File: src/rtl/otter_fetch_queue_if.sv
// Fetch-stage bundle: instruction-memory port 1, Execute redirect and the IF/DE handshake.
interface otter_fetch_queue_if #(
  parameter int unsigned DEPTH = 4
);
  logic                    REDIRECT;
  logic [31:0]             REDIRECT_PC;
  logic                    DE_READY;
  logic                    MEM_READ1;
  logic [31:0]             MEM_ADDR1;
  logic [31:0]             MEM_DOUT1;
  logic                    IF_VALID;
  logic [31:0]             IF_IR;
  logic [31:0]             IF_PC;
  logic [$clog2(DEPTH):0]  Q_COUNT;

  // Fetch unit side
  modport master (
    input  REDIRECT, REDIRECT_PC, DE_READY, MEM_DOUT1,
    output MEM_READ1, MEM_ADDR1, IF_VALID, IF_IR, IF_PC, Q_COUNT
  );

  // Execute / memory / decode side
  modport slave (
    output REDIRECT, REDIRECT_PC, DE_READY, MEM_DOUT1,
    input  MEM_READ1, MEM_ADDR1, IF_VALID, IF_IR, IF_PC, Q_COUNT
  );
endinterface

File: src/rtl/otter_fetch_queue.sv
// OTTER fetch stage: owns the fetch PC, keeps at most one read in flight and buffers
// returned words in a small {ir,pc} FIFO that decode drains with a valid/ready handshake.
module otter_fetch_queue #(
  parameter int unsigned DEPTH    = 4,
  parameter logic [31:0] RESET_PC = 32'h0000_0000,
  parameter logic [31:0] NOP_IR   = 32'h0000_0013
) (
  input  logic                CLK,
  input  logic                RESET,
  otter_fetch_queue_if.master bus
);
  localparam int unsigned AW = $clog2(DEPTH);
  localparam int unsigned CW = AW + 1;
  localparam logic [CW:0] DEPTH_C = DEPTH[CW:0];

  logic [31:0]   fetch_pc_r;
  logic [31:0]   pending_pc_r;
  logic          pending_r;
  logic [AW-1:0] wr_ptr_r;
  logic [AW-1:0] rd_ptr_r;
  logic [CW-1:0] count_r;
  logic [31:0]   ir_mem_r [DEPTH];
  logic [31:0]   pc_mem_r [DEPTH];

  logic [CW:0]   credit_s;
  logic [31:0]   redirect_pc_s;
  logic          issue_s;
  logic          enq_s;
  logic          deq_s;
  logic          valid_s;

  // Credit counts the in-flight read so every return has a reserved slot.
  assign credit_s      = {1'b0, count_r} + {{CW{1'b0}}, pending_r};
  assign issue_s       = !RESET && !bus.REDIRECT && (credit_s < DEPTH_C);
  assign enq_s         = pending_r && !bus.REDIRECT;
  assign valid_s       = (count_r != {CW{1'b0}}) && !bus.REDIRECT;
  assign deq_s         = valid_s && bus.DE_READY;
  assign redirect_pc_s = bus.REDIRECT_PC & 32'hFFFF_FFFC;

  // Fetch PC, outstanding-read tracking and FIFO bookkeeping; redirect flushes everything.
  always_ff @(posedge CLK or posedge RESET) begin
    if (RESET) begin
      fetch_pc_r   <= RESET_PC;
      pending_pc_r <= 32'h0000_0000;
      pending_r    <= 1'b0;
      wr_ptr_r     <= {AW{1'b0}};
      rd_ptr_r     <= {AW{1'b0}};
      count_r      <= {CW{1'b0}};
    end else if (bus.REDIRECT) begin
      fetch_pc_r   <= redirect_pc_s;
      pending_r    <= 1'b0;
      wr_ptr_r     <= {AW{1'b0}};
      rd_ptr_r     <= {AW{1'b0}};
      count_r      <= {CW{1'b0}};
    end else begin
      if (issue_s) begin
        pending_r    <= 1'b1;
        pending_pc_r <= fetch_pc_r;
        fetch_pc_r   <= fetch_pc_r + 32'd4;
      end else begin
        pending_r    <= 1'b0;
      end
      if (enq_s) begin
        wr_ptr_r <= wr_ptr_r + AW'(1);
      end
      if (deq_s) begin
        rd_ptr_r <= rd_ptr_r + AW'(1);
      end
      case ({enq_s, deq_s})
        2'b10:   count_r <= count_r + CW'(1);
        2'b01:   count_r <= count_r - CW'(1);
        default: count_r <= count_r;
      endcase
    end
  end

  // FIFO storage; contents are don't-care until the pointers cover them.
  always_ff @(posedge CLK) begin
    if (enq_s) begin
      ir_mem_r[wr_ptr_r] <= bus.MEM_DOUT1;
      pc_mem_r[wr_ptr_r] <= pending_pc_r;
    end
  end

  // Head presentation: registered FIFO data only, bubble when empty or redirecting.
  always_comb begin
    bus.IF_IR = NOP_IR;
    bus.IF_PC = 32'h0000_0000;
    if (valid_s) begin
      bus.IF_IR = ir_mem_r[rd_ptr_r];
      bus.IF_PC = pc_mem_r[rd_ptr_r];
    end else begin
      bus.IF_IR = NOP_IR;
      bus.IF_PC = 32'h0000_0000;
    end
  end

  assign bus.MEM_READ1 = issue_s;
  assign bus.MEM_ADDR1 = fetch_pc_r;
  assign bus.IF_VALID  = valid_s;
  assign bus.Q_COUNT   = count_r;
endmodule

File: src/flat_wrapper.sv
// flat-port wrapper written by rule: the top's interface ports become plain ports
module otter_fetch_queue_flat 
#(
  parameter int unsigned DEPTH    = 4,
  parameter logic [31:0] RESET_PC = 32'h0000_0000,
  parameter logic [31:0] NOP_IR   = 32'h0000_0013
)
  (CLK, RESET, bus_REDIRECT, bus_REDIRECT_PC, bus_DE_READY, bus_MEM_DOUT1, bus_MEM_READ1, bus_MEM_ADDR1, bus_IF_VALID, bus_IF_IR, bus_IF_PC, bus_Q_COUNT);
  otter_fetch_queue_if #(.DEPTH(DEPTH)) bus_i ();
  input  logic CLK;
  input  logic RESET;
  input wire logic [$bits(bus_i.REDIRECT)-1:0] bus_REDIRECT;
  input wire logic [$bits(bus_i.REDIRECT_PC)-1:0] bus_REDIRECT_PC;
  input wire logic [$bits(bus_i.DE_READY)-1:0] bus_DE_READY;
  input wire logic [$bits(bus_i.MEM_DOUT1)-1:0] bus_MEM_DOUT1;
  output wire logic [$bits(bus_i.MEM_READ1)-1:0] bus_MEM_READ1;
  output wire logic [$bits(bus_i.MEM_ADDR1)-1:0] bus_MEM_ADDR1;
  output wire logic [$bits(bus_i.IF_VALID)-1:0] bus_IF_VALID;
  output wire logic [$bits(bus_i.IF_IR)-1:0] bus_IF_IR;
  output wire logic [$bits(bus_i.IF_PC)-1:0] bus_IF_PC;
  output wire logic [$bits(bus_i.Q_COUNT)-1:0] bus_Q_COUNT;
  assign bus_i.REDIRECT = bus_REDIRECT;
  assign bus_i.REDIRECT_PC = bus_REDIRECT_PC;
  assign bus_i.DE_READY = bus_DE_READY;
  assign bus_i.MEM_DOUT1 = bus_MEM_DOUT1;
  assign bus_MEM_READ1 = bus_i.MEM_READ1;
  assign bus_MEM_ADDR1 = bus_i.MEM_ADDR1;
  assign bus_IF_VALID = bus_i.IF_VALID;
  assign bus_IF_IR = bus_i.IF_IR;
  assign bus_IF_PC = bus_i.IF_PC;
  assign bus_Q_COUNT = bus_i.Q_COUNT;
  otter_fetch_queue #(.DEPTH(DEPTH), .RESET_PC(RESET_PC), .NOP_IR(NOP_IR)) u_core (.CLK(CLK), .RESET(RESET), .bus(bus_i));
endmodule
File: config.mk
export PLATFORM = sky130hd
export DESIGN_NAME = otter_fetch_queue_flat
export DESIGN_NICKNAME = d
export VERILOG_FILES = /design/src/rtl/otter_fetch_queue_if.sv /design/src/rtl/otter_fetch_queue.sv /design/src/flat_wrapper.sv
export SDC_FILE = /design/constraint.sdc
export NUM_CORES = 1
export LEC_CHECK = 0
export ABC_CLOCK_PERIOD_IN_PS = 2600
export BUFFER_PORTS_ARGS = -buffer_cell sky130_fd_sc_hd__clkbuf_2
export CAP_MARGIN = 15
export CORE_ASPECT_RATIO = 0.6
export CORE_MARGIN = 4
export CORE_UTILIZATION = 52
export CTS_CLUSTER_SIZE = 40
export DETAILED_ROUTE_END_ITERATION = 12
export PLACE_DENSITY = 0.72
export SLEW_MARGIN = 15
export SYNTH_ARGS = -nofsm -noshare
export SYNTH_HDL_FRONTEND = slang
export SYNTH_SLANG_ARGS = --single-unit
File: constraint.sdc
create_clock -name CLK -period 2.6 [get_ports CLK]
set_clock_uncertainty 0.2 [all_clocks]
set_input_delay 0.13 -clock CLK [delete_from_list [all_inputs] [get_ports CLK]]
set_output_delay 0.13 -clock CLK [all_outputs]
set_load 0.05 [all_outputs]
Word level (Yosys, flattened, before mapping)
Memory sizes are Yosys's and may differ from the RTL's.
Index checks and enable logic that the tools add are counted.
- flip-flop bits (word level): 72
- bits in writable memories: 256
- input bits: 68
- output and inout bits: 101
- word-level logic and storage cells: 45
- memories kept: 2
- add/subtract/negate cells: 6
- order comparisons: 1
- equal/unequal tests: 2
- mux-type cells: 14
- bitwise operators: 1
- reductions and logical operators: 13
- memory list (name ; words ; bits a word ; rd ports ; clocked after Yosys merged registers in ; write ports ; line ; source):
    u_core.ir_mem_r ; 4 ; 32 ; 1 ; 0 ; 1 ; otter_fetch_queue.sv:22 ; logic [31:0] ir_mem_r [DEPTH];
    u_core.pc_mem_r ; 4 ; 32 ; 1 ; 0 ; 1 ; otter_fetch_queue.sv:23 ; logic [31:0] pc_mem_r [DEPTH];
- operator list (cell ; count):
    $mux W32 ; 4
    $add A32 B3 Y32 const B ; 1
    $mux W2 ; 4
    $pmux W3 S2 ; 1
    $reduce_bool A2 Y1 ; 3
    $reduce_bool A3 Y1 ; 2
    $logic_and A1 B1 Y1 ; 5
    $add A2 B1 Y2 const B ; 2
    $add A3 B1 Y4 ; 1
    $lt A4 B3 Y1 const B ; 1
    $mux W1 ; 4
    $add A3 B1 Y3 const B ; 1
    $mux W3 ; 1
    $sub A3 B1 Y3 const B ; 1
    $eq A2 B1 Y1 const B ; 1
    $eq A2 B2 Y1 const B ; 1
    $logic_not A1 Y1 ; 2
    $reduce_and A2 Y1 ; 1
    $not A1 Y1 ; 1

Longest topological paths before layout
Gate-level depths: netlist of run 1.
- depth after elaboration: 6
- mapped depth: 8
- gate-level depth less buffers: 5

Worst setup path after synthesis of run 1
Ideal clock, no wire load.
- path type: register -> register
- start point: register u_core.pending_r
- end point: memory u_core.ir_mem_r[0][0] (enable)
- library setup time: 0.427 ns
- arrival: 2.181 ns
- required time: 1.973 ns
- setup slack: -0.208 ns
- stages on the path, launching flop included: 4
- path buffers: 1
- period minus slack after synthesis: 2.808 ns
- path through: dfrtp_1 buf_4 nor2b_1 and2_1
- cells in the longest elaborated chain, start to end: 3
- RTL lines (what ; line ; source):
    start: declaration ; otter_fetch_queue.sv:18 ; logic pending_r;
    start signal: assignment ; otter_fetch_queue.sv:45 ; pending_r <= 1'b0;
    start signal: assignment ; otter_fetch_queue.sv:51 ; pending_r <= 1'b0;
    start signal: assignment ; otter_fetch_queue.sv:57 ; pending_r <= 1'b1;
    $logic_and A1 B1 Y1 ; otter_fetch_queue.sv:35 ; assign enq_s = pending_r && !bus.REDIRECT;
    $mux W1 ; otter_fetch_queue.sv:79 ; if (enq_s) begin
    $mux W1 (implied by the code) ; otter_fetch_queue.sv:80 ; ir_mem_r[wr_ptr_r] <= bus.MEM_DOUT1;
    end: declaration ; otter_fetch_queue.sv:22 ;
Every way passes these cells.

Final worst setup path of run 1
- start point: register u_core.rd_ptr_r[0]
- end point: output bus_IF_PC[23]
- cells in the longest elaborated chain, start to end: 2
- RTL lines (what ; line ; source):
    start: declaration ; otter_fetch_queue.sv:20 ; logic [AW-1:0] rd_ptr_r;
    start signal: assignment ; otter_fetch_queue.sv:47 ; rd_ptr_r <= {AW{1'b0}};
    start signal: assignment ; otter_fetch_queue.sv:53 ; rd_ptr_r <= {AW{1'b0}};
    start signal: assignment ; otter_fetch_queue.sv:67 ; rd_ptr_r <= rd_ptr_r + AW'(1);
    $mem_v2 Z4 W32 ; -- ;
    $mux W32 ; otter_fetch_queue.sv:89 ; if (valid_s) begin
    end: declaration ; flat_wrapper.sv:20 ; output wire logic [$bits(bus_i.IF_PC)-1:0] bus_IF_PC;
Every way passes these cells.

==> impl_metrics.toml, run 1 <==
[run_status]
failed_checks = "setup timing"
status = "finished, violations left"

[finish]
areaGrowthSynthToFinish_pct = 28.56
ff_latch_area_sq_um = 9159
post-route-util = 0.6793
fillers = 1625
multi_input_area_sq_um = 3555
drive_above_1_share = 0.3321
design_area_sq_um = 16460
nets = 1110
antenna_cells = 0

[clock_network]
clk_pin_slew_worst_paths_ns = 0.06
cts_buffers = 30
htreeDepth = 1
numClockSinks = 316
worstSkewPairLatency_ns = 0.56
root_buffer = "clkbuf_16"
cts_tree = "built"
cts_buffer_depth = 3

[die]
num_rows = 44
dieArea_sq_um = 27270
chipWidth_um = 210.5
io_pins = 169
core_area_sq_um = 24220
fp.dieH_um = 129.5
start_util = 0.5284

[power_and_ir_drop]
p_comb_frac = 0.122
leakagePower_nw = 6.220
pwr-share-seq = 0.501
p_sw_frac = 0.2438
intPower_w = 0.008943
p_switching_w = 0.002883
clockPowerShare = 0.376
ir_drop_mv = 0.5580
p_per_area_nw_per_um2 = 718.6

[timing]
finalSetupTns_ns = -0.8945
timing.final.crit_period_ns = 2.682
relSlewSlack = 0.5838
hold_viol = 0
finalCritPeriodShare = 1.032
fmax_ghz = 0.3729
setup_viol = 29
setup_ws_ns = -0.08199
rsz0062_at_grt = "true"
worst_slew_pin_slew_ns = 0.6234
final_max_slew_viol_count = 0

[placement]
hpwl_um = 18050
place_area_sq_um = 14210
gp_congestion = 0.8119
place_ws_ns = 0.3031
port_buffers = 162

[critical_path]
arrival_ns = 2.35
cp.required_ns = 2.27
r2r_slack_ns = 0.20
start_kind = "flip-flop"
cp-end-kind = "output port"
worstSetupPathType = "reg2out"
critPathMaxFanout = 12
reg2regPathDepth = 5
reg2reg_to = "u_core.bus.MEM_ADDR1[16]"
r2r-start = "u_core.bus.Q_COUNT[0]"

[global_routing]
grt_pass1_wl_um = 45460
grtUsageTotal = 0.2139
grt_pass1_vias = 7889
grt_max_degree = 56
grt_overflow = 0
antenna_found_initial = 0

[synthesis]
synth_area_sq_um = 12800
syn_area_per_cell_sq_um = 16.31
yosysWarnings = 0
synthCells = 785
ys_ff_latch = 316
seq_area_frac_synth = 0.7148
ys_types = 40

[drt]
drc_errors = 0
ant_nets = 0
drt_wl_total_um = 29750
drt_iter0_drc = 646
vias_per_cell = 5.756
dr_total_vias = 7955
dr.pass1.iters = 5
wl_per_cell_um = 21.53

[hold_path]
hold_class = "in2async"

[job]
drv_cap = 0
[layer usage]
layer,wire (um),vias up,track usage
li1,-,3547,-
met1,13460,4085,0.3357
met2,13770,279,0.3220
met3,2036,44,0.03895
met4,486,0,0.04114
met5,0,-,0
[power groups by stage]
stage,registers (W),clock network (W),logic (W)
after floorplan,0.00613,0,0.000700
after global placement,0.00602,0,0.00121
after detailed placement,0.00603,0,0.00123
after CTS,0.00593,0.00452,0.00137
after global routing,0.00596,0.00478,0.00155
final,0.00593,0.00445,0.00145
[cells by family after synthesis]
kind of cell,share of synthesized area
adder cells (fa/ha/maj),0.006452
flip-flops,0.7148
AND/OR/NAND/NOR,0.1083
other,0.0002930
buffers and inverters,0.02043
AO/OA/AOI/OAI,0.02659
multiplexers,0.1156
XOR/XNOR,0.007527
[per-stage QoR]
| step | power [W] | hold WS, ns | instances |
|---|---|---|---|
| after floorplan | 0.006829 | 0.02887 | 788 |
| after global placement | 0.007233 | 0.08603 | 1252 |
| after detailed placement | 0.007267 | 0.09981 | 1252 |
| after CTS | 0.01181 | 0.1099 | 1378 |
| after global routing | 0.01228 | 0.1346 | 1382 |
| final | 0.01183 | 0.1123 | 1382 |
[flip-flops by register name (all words and copies together), names as in the netlist]
name	count
u_core.pending_pc_r	30
u_core.pending_r	1
u_core.pc_mem_r	120
u_core.wr_ptr_r	2
u_core.rd_ptr_r	2
u_core.bus.MEM_ADDR1	30
u_core.ir_mem_r	128
u_core.bus.Q_COUNT	3
[layout by cell type, fill, tap and decap left out, types with 15 or more instances in the layout]
master,count
nand2_1,117
or4_1,18
buf_8,16
and3_1,36
and3_4,26
clkbuf_16,35
edfxtp_1,248
dfrtp_1,64
mux4_2,63
nand3_1,15
nor2_1,17
clkbuf_2,114
o21ai_0,15
dlygate4sd3_1,68
buf_4,25
buf_6,15
[timing repair]
item                       in CTS  in global routing
resized for setup              56                 95
pin swaps                       0                  1
hold buffers                   68                  0
hold endpoints to repair      234                  0
buffers inserted                2                  2
setup endpoints to repair      62                 62
gates cloned                    0                  3
[cell usage after synthesis]
| cell type | n | area (sq um) |
|---|---|---|
| edfxtp_1 | 248 | 7447 |
| nand2_1 | 117 | 439.2 |
| dfrtp_1 | 68 | 1702 |
| mux4_2 | 63 | 1419 |
| and3_1 | 62 | 387.9 |
| clkbuf_1 | 38 | 142.6 |
| or4_1 | 19 | 142.6 |
| nor2_1 | 17 | 63.81 |
| nand3_1 | 15 | 75.07 |
| o21ai_0 | 15 | 75.07 |
| a31oi_1 | 12 | 75.07 |
| nand4_1 | 11 | 68.82 |
| o31ai_1 | 11 | 82.58 |
| xor2_1 | 9 | 78.83 |
| and2_1 | 8 | 50.05 |
| buf_2 | 8 | 40.04 |
| inv_1 | 8 | 30.03 |
| o211ai_1 | 7 | 52.55 |
| or3_1 | 7 | 43.79 |
| buf_4 | 6 | 45.04 |
| and4_1 | 5 | 43.79 |
| ha_1 | 5 | 62.56 |
| mux2i_1 | 5 | 50.05 |
| nor2b_1 | 2 | 12.51 |
| nor4_1 | 2 | 12.51 |
| or2_2 | 2 | 12.51 |
| xnor2_1 | 2 | 17.52 |
| a21boi_0 | 1 | 7.510 |
| a21oi_1 | 1 | 5.000 |
| a22oi_1 | 1 | 7.510 |
| a311oi_4 | 1 | 26.28 |
| buf_1 | 1 | 3.750 |
| conb_1 | 1 | 3.750 |
| fa_1 | 1 | 20.02 |
| mux2_2 | 1 | 11.26 |
| nand2b_1 | 1 | 6.260 |
| nand3_2 | 1 | 10.01 |
| nand4_2 | 1 | 12.51 |
| nor3_1 | 1 | 5.000 |
| o31a_1 | 1 | 8.760 |
[worst max-delay path: stages, from the launching register on]
cell	delay, ns
dfrtp_4	0.47
buf_12	0.18
clkbuf_16	0.21
mux4_2	0.50
and3_1	0.21
buf_2	0.21
[how the worst max path moves through the flow]
stage	startpoint	endpoint	slack, ns	cells past startpoint
floorplan	u_core.bus.MEM_ADDR1[2]	u_core.bus.MEM_ADDR1[30]	0.23	6
finish	u_core.rd_ptr_r[0]	bus_IF_PC[23]	-0.08	5
detailed placement	u_core.bus.Q_COUNT[0]	u_core.bus.MEM_ADDR1[16]	0.30	5
global placement	u_core.bus.Q_COUNT[0]	u_core.bus.MEM_ADDR1[18]	0.35	5
global route	u_core.rd_ptr_r[0]	bus_IF_PC[23]	-0.13	5
CTS	u_core.rd_ptr_r[0]	bus_IF_PC[10]	-0.10	4
[cell type report]
cell class,instances,share of cell area
well taps,322,0.02448
inverters,8,0.001825
repair buffers,269,0.1394
clock inverters,9,0.007299
flip-flops and latches,316,0.5566
multi-input cells,411,0.2160
clock buffers,47,0.05444
Note: power is estimated with default switching activity, not from simulation.
==> run 2, diff against run 1 <==
- CORE_UTILIZATION: 52 -> 31
- PLACE_DENSITY: 0.72 -> 0.46
- SKIP_LAST_GASP: unset -> 1
==> impl_metrics.toml, run 2 (same netlist as run 1, synthesis figures left out) <==
[clock_network]
root_buffer = "clkbuf_16"
cts_tree = "built"
htreeDepth = 1
cts_buffers = 31
worstSkewPairLatency_ns = 0.57
numClockSinks = 316
clk_pin_slew_worst_paths_ns = 0.06
cts_buffer_depth = 3

[power_and_ir_drop]
ir_drop_mv = 0.5041
fin_total_pwr_w = 0.01211
p_switching_w = 0.003054
leakagePower_nw = 6.518
p_per_area_nw_per_um2 = 690.5
clockPowerShare = 0.376
p_sw_frac = 0.2521
pwr-share-seq = 0.489
intPower_w = 0.009061
p_comb_frac = 0.135

[critical_path]
cp.required_ns = 2.27
arrival_ns = 2.32
cp_slowest_stage_delay_ns = 0.49
crit_slowest_cell = "mux4_2"
crit_chain = "buf_12 -> buf_12 -> mux4_2 -> or3_4 -> buf_8"
cp-end-kind = "output port"
worstSetupPathType = "reg2out"
critPathMostFrequentCell = "buf_12"
critPathMaxFanout = 7
start_kind = "flip-flop"

[finish]
largest_register = "u_core.ir_mem_r"
post-route-util = 0.4324
multi_input_area_sq_um = 3615
reg.largest.list = "u_core.ir_mem_r (128), u_core.pc_mem_r (120)"
final_common_cell = "edfxtp_1"
ff_latch_area_sq_um = 9160
areaGrowthSynthToFinish_pct = 37.08
largest_reg_flops = 128
drive_above_1_share = 0.3577
design_area_sq_um = 17550
layout_common_cells = "248 x edfxtp_1, 117 x nand2_1, 100 x clkbuf_2, 86 x dlygate4sd3_1"
nets = 1160
fillers = 3625

[die]
fp.dieH_um = 165.4
num_rows = 57
start_util = 0.3154
io_pins = 169
chipWidth_um = 270.3
core_area_sq_um = 40580
dieArea_sq_um = 44710

[placement]
port_buffers = 162
place_ws_ns = 0.1877
gp_congestion = 0.7435
place_area_sq_um = 14560
hpwl_um = 21480

[timing]
setup_viol = 7
hold_viol = 0
final_max_slew_viol_count = 0
rsz0062_at_grt = "true"
timing.final.crit_period_ns = 2.654
finalCritPeriodShare = 1.021
worst_slew_pin_slew_ns = 0.5844
relSlewSlack = 0.6098
fmax_ghz = 0.3768
setup_ws_ns = -0.05375

[global_routing]
grt_overflow = 0
antenna_found_initial = 1
grt_pass1_vias = 8252
grt_max_degree = 45
grt_pass1_wl_um = 51560
grtUsageTotal = 0.1506

[drt]
dr_total_vias = 7895
drc_errors = 0
vias_per_cell = 4.808
dr.pass1.iters = 5
drt_wl_total_um = 34260
wl_per_cell_um = 20.86
ant_nets = 0
drt_iter0_drc = 485

[run_status]
failed_checks = "setup timing"
status = "finished, violations left"

[job]
drv_cap = 0

[hold_path]
hold_class = "in2async"
==> run 2: final timing paths <==
path	start	to	slack [ns]	cells past startpoint
worst max-delay path	u_core.rd_ptr_r[0]	bus_IF_IR[1]	-0.05	5
worst min-delay path	RESET	u_core.bus.MEM_ADDR1[2]	0.05	3
worst max register to register	u_core.pending_r	u_core.bus.Q_COUNT[1]	0.12	6
worst min register to register	u_core.pending_pc_r[20]	u_core.pc_mem_r[2][20]	0.33	0
max in group asynchronous	RESET	u_core.bus.MEM_ADDR1[22]	1.53	4
min in group CLK	bus_MEM_DOUT1[26]	u_core.ir_mem_r[3][26]	0.11	2
==> run 2: layout make-up <==
| cell class | count | area share |
|---|---|---|
| Sequential cell | 316 | 0.5221 |
| Multi-Input combinational cell | 411 | 0.2060 |
| Timing Repair Buffer | 318 | 0.1739 |
| Clock buffer | 42 | 0.04771 |
| Tap cell | 531 | 0.03787 |
| Clock inverter | 15 | 0.01048 |
| Inverter | 8 | 0.001783 |
| Antenna cell | 1 | 0.0001426 |
==> run 2: power by group through the flow <==
stage	registers [W]	logic [W]	clock network, W
5_1_grt	0.00596	0.00175	0.00495
3_5_place_dp	0.00604	0.00129	0
6_report	0.00593	0.00163	0.00456
3_3_place_gp	0.00604	0.00129	0
2_1_floorplan	0.00613	0.000700	0
4_1_cts	0.00593	0.00155	0.00471
==> run 2: critical path: cells and delay by family, from the launching register on <==
kind	cells	cell delay [ns]
flip-flops	1	0.43
buffers and inverters	3	0.48
multiplexers	1	0.49
AND/OR/NAND/NOR	1	0.34
==> run 2: layer usage <==
| layer | vias to the layer above | share of wire | global-route usage |
|---|---|---|---|
| met4 | 0 | 0.018 | 0.02991 |
| met1 | 4086 | 0.46 | 0.2119 |
| li1 | 3648 | - | - |
| met5 | - | 0 | 0 |
| met2 | 121 | 0.48 | 0.2492 |
| met3 | 40 | 0.036 | 0.02671 |
==> run 2: metrics by stage <==
stage / hold WS, ns / setup TNS (ns) / std cells
floorplan: 0.02887 / 0 / 788
global placement: 0.07909 / 0 / 1469
detailed placement: 0.08302 / 0 / 1469
CTS: 0.04973 / -3.539 / 1627
global route: 0.08690 / -2.121 / 1642
finish: 0.05340 / -0.1830 / 1642
==> run 2: what timing repair did <==
action	4_1_cts	5_1_grt
resized for setup	119	98
hold endpoints to repair	236	0
hold buffers	86	0
setup buffers	13	10
pin swaps	0	2
setup endpoints to repair	63	65
cloned	2	4
==> run 3, diff against run 2 <==
- CTS_BUF_LIST: unset -> sky130_fd_sc_hd__clkbuf_8 sky130_fd_sc_hd__clkbuf_16
- CTS_CLUSTER_DIAMETER: unset -> 60
- SETUP_SLACK_MARGIN: unset -> 0.3
==> impl_metrics.toml, run 3 (same netlist as run 1, synthesis figures left out) <==
[power_and_ir_drop]
p_per_area_nw_per_um2 = 635.6
fin_total_pwr_w = 0.01118
leakagePower_nw = 6.405
ir_drop_mv = 0.3191

[clock_network]
clk_pin_slew_worst_paths_ns = 0.09
cts_buffers = 19
root_buffer = "clkbuf_16"
worstSkewPairLatency_ns = 0.55
htreeDepth = 1
cts_buffer_depth = 3
cts_tree = "built"
numClockSinks = 316

[placement]
place_ws_ns = 0.2481
gp_congestion = 0.7277
hpwl_um = 21870
place_area_sq_um = 14820
port_buffers = 162

[timing]
rsz0062_at_grt = "true"
relSlewSlack = 0.6527
hold_viol = 0
setup_ws_ns = -0.01387
fmax_ghz = 0.3826
timing.final.crit_period_ns = 2.614
setup_viol = 4
finalCritPeriodShare = 1.005
final_max_slew_viol_count = 0
hold_slack_ns = 0.04738
worst_slew_pin_slew_ns = 0.5202

[global_routing]
busiest_layer = "met2"
use_met2 = 0.2466
grt_max_degree = 47
grt_pass1_vias = 7842
antenna_found_initial = 0
grt_overflow = 0
met1_usage = 0.2226
grt_pass1_wl_um = 51530
grt_use_met3 = 0.02917
grtUsageTotal = 0.1529

[drt]
drt_iter0_drc = 489
vias_per_cell = 4.894
drc_errors = 0
wl_per_cell_um = 21.78
ant_nets = 0
dr.pass1.iters = 5
dr_total_vias = 7875
drt_wl_total_um = 35050

[run_status]
status = "finished, violations left"
failed_checks = "setup timing"

[finish]
drive_above_1_share = 0.3933
areaGrowthSynthToFinish_pct = 37.46
layout_common_cells = "248 x edfxtp_1, 117 x nand2_1, 99 x clkbuf_2, 65 x dlygate4sd3_1, 63 x mux4_2"
final_common_cell = "edfxtp_1"
design_area_sq_um = 17590
antenna_cells = 0
nets = 1139
reg.largest.list = "u_core.ir_mem_r (128), u_core.pc_mem_r (120)"
largest_reg_flops = 128
largest_register = "u_core.ir_mem_r"

[critical_path]
r2r-start = "u_core.bus.Q_COUNT[0]"
cp.required_ns = 2.27
critPathMaxFanout = 10
start_kind = "flip-flop"
arrival_ns = 2.28
reg2reg_to = "u_core.bus.MEM_ADDR1[13]"
r2r_slack_ns = 0.31
cp-end-kind = "output port"
reg2regPathDepth = 8
worstSetupPathType = "reg2out"

[die]
fp.dieH_um = 165.4
io_pins = 169
core_area_sq_um = 40580
chipWidth_um = 270.3
start_util = 0.3154
num_rows = 57
dieArea_sq_um = 44710

[job]
drv_cap = 0

[hold_path]
hold_class = "in2async"
-- run 3: through the flow --
step	utilization	setup TNS [ns]	std cells
after floorplan	-	0	788
after global placement	0.3652	0	1467
after detailed placement	0.3652	0	1467
after CTS	0.4239	-1.029	1588
after global routing	0.4336	-2.391	1609
final	0.4336	-0.04247	1609
-- run 3: area by class of cell --
cell class              count  area [sq um]
fillers                  3652         22990
repair buffers            309          3294
well taps                 531         664.4
clock buffers              19         475.5
flip-flops and latches    316          9165
inverters                   8         30.03
clock inverters            15         216.5
multi-input cells         411          3749
-- run 3: critical path, stage by stage, from the launching register on --
cell and delay, ns:
dfrtp_4 0.51, buf_12 0.14, buf_12 0.14, mux4_2 0.43, or3_4 0.35, buf_8 0.16
-- run 3: worst max path at each step --
stage / start / to / slack (ns) / cells past startpoint
detailed placement: u_core.bus.Q_COUNT[0] / bus_IF_IR[16] / 0.25 / 5
global route: u_core.rd_ptr_r[0] / bus_IF_IR[1] / -0.1 / 5
floorplan: u_core.bus.MEM_ADDR1[24] / u_core.bus.MEM_ADDR1[31] / 0.31 / 4
global placement: u_core.bus.Q_COUNT[0] / bus_IF_IR[23] / 0.28 / 5
CTS: u_core.rd_ptr_r[0] / bus_IF_IR[28] / -0.06 / 6
finish: u_core.rd_ptr_r[0] / bus_IF_IR[1] / -0.01 / 5
-- run 3: report_power, final --
group	total [W]	internal [W]	leakage, nW	switching, W
sequential	0.00593	0.00571	3.07	0.000222
clock	0.00351	0.00152	0.336	0.00199
combinational	0.00174	0.000770	3.00	0.000970
total	0.0112	0.00800	6.41	0.00318
-- run 3: timing repair --
item	in CTS	in global routing
hold buffers	65	0
gates cloned	6	2
buffers inserted	16	19
pin swaps	7	15
endpoints found under the hold margin	230	0
endpoints found under the setup margin	75	85
gates resized for setup	163	65
-- run 3: layer usage --
metal,wire length (um),vias to the layer above,part of all wire
li1,-,3597,-
met1,16550,4116,0.47
met2,16670,136,0.48
met3,1457,26,0.042
met4,369,0,0.011
met5,0,-,0
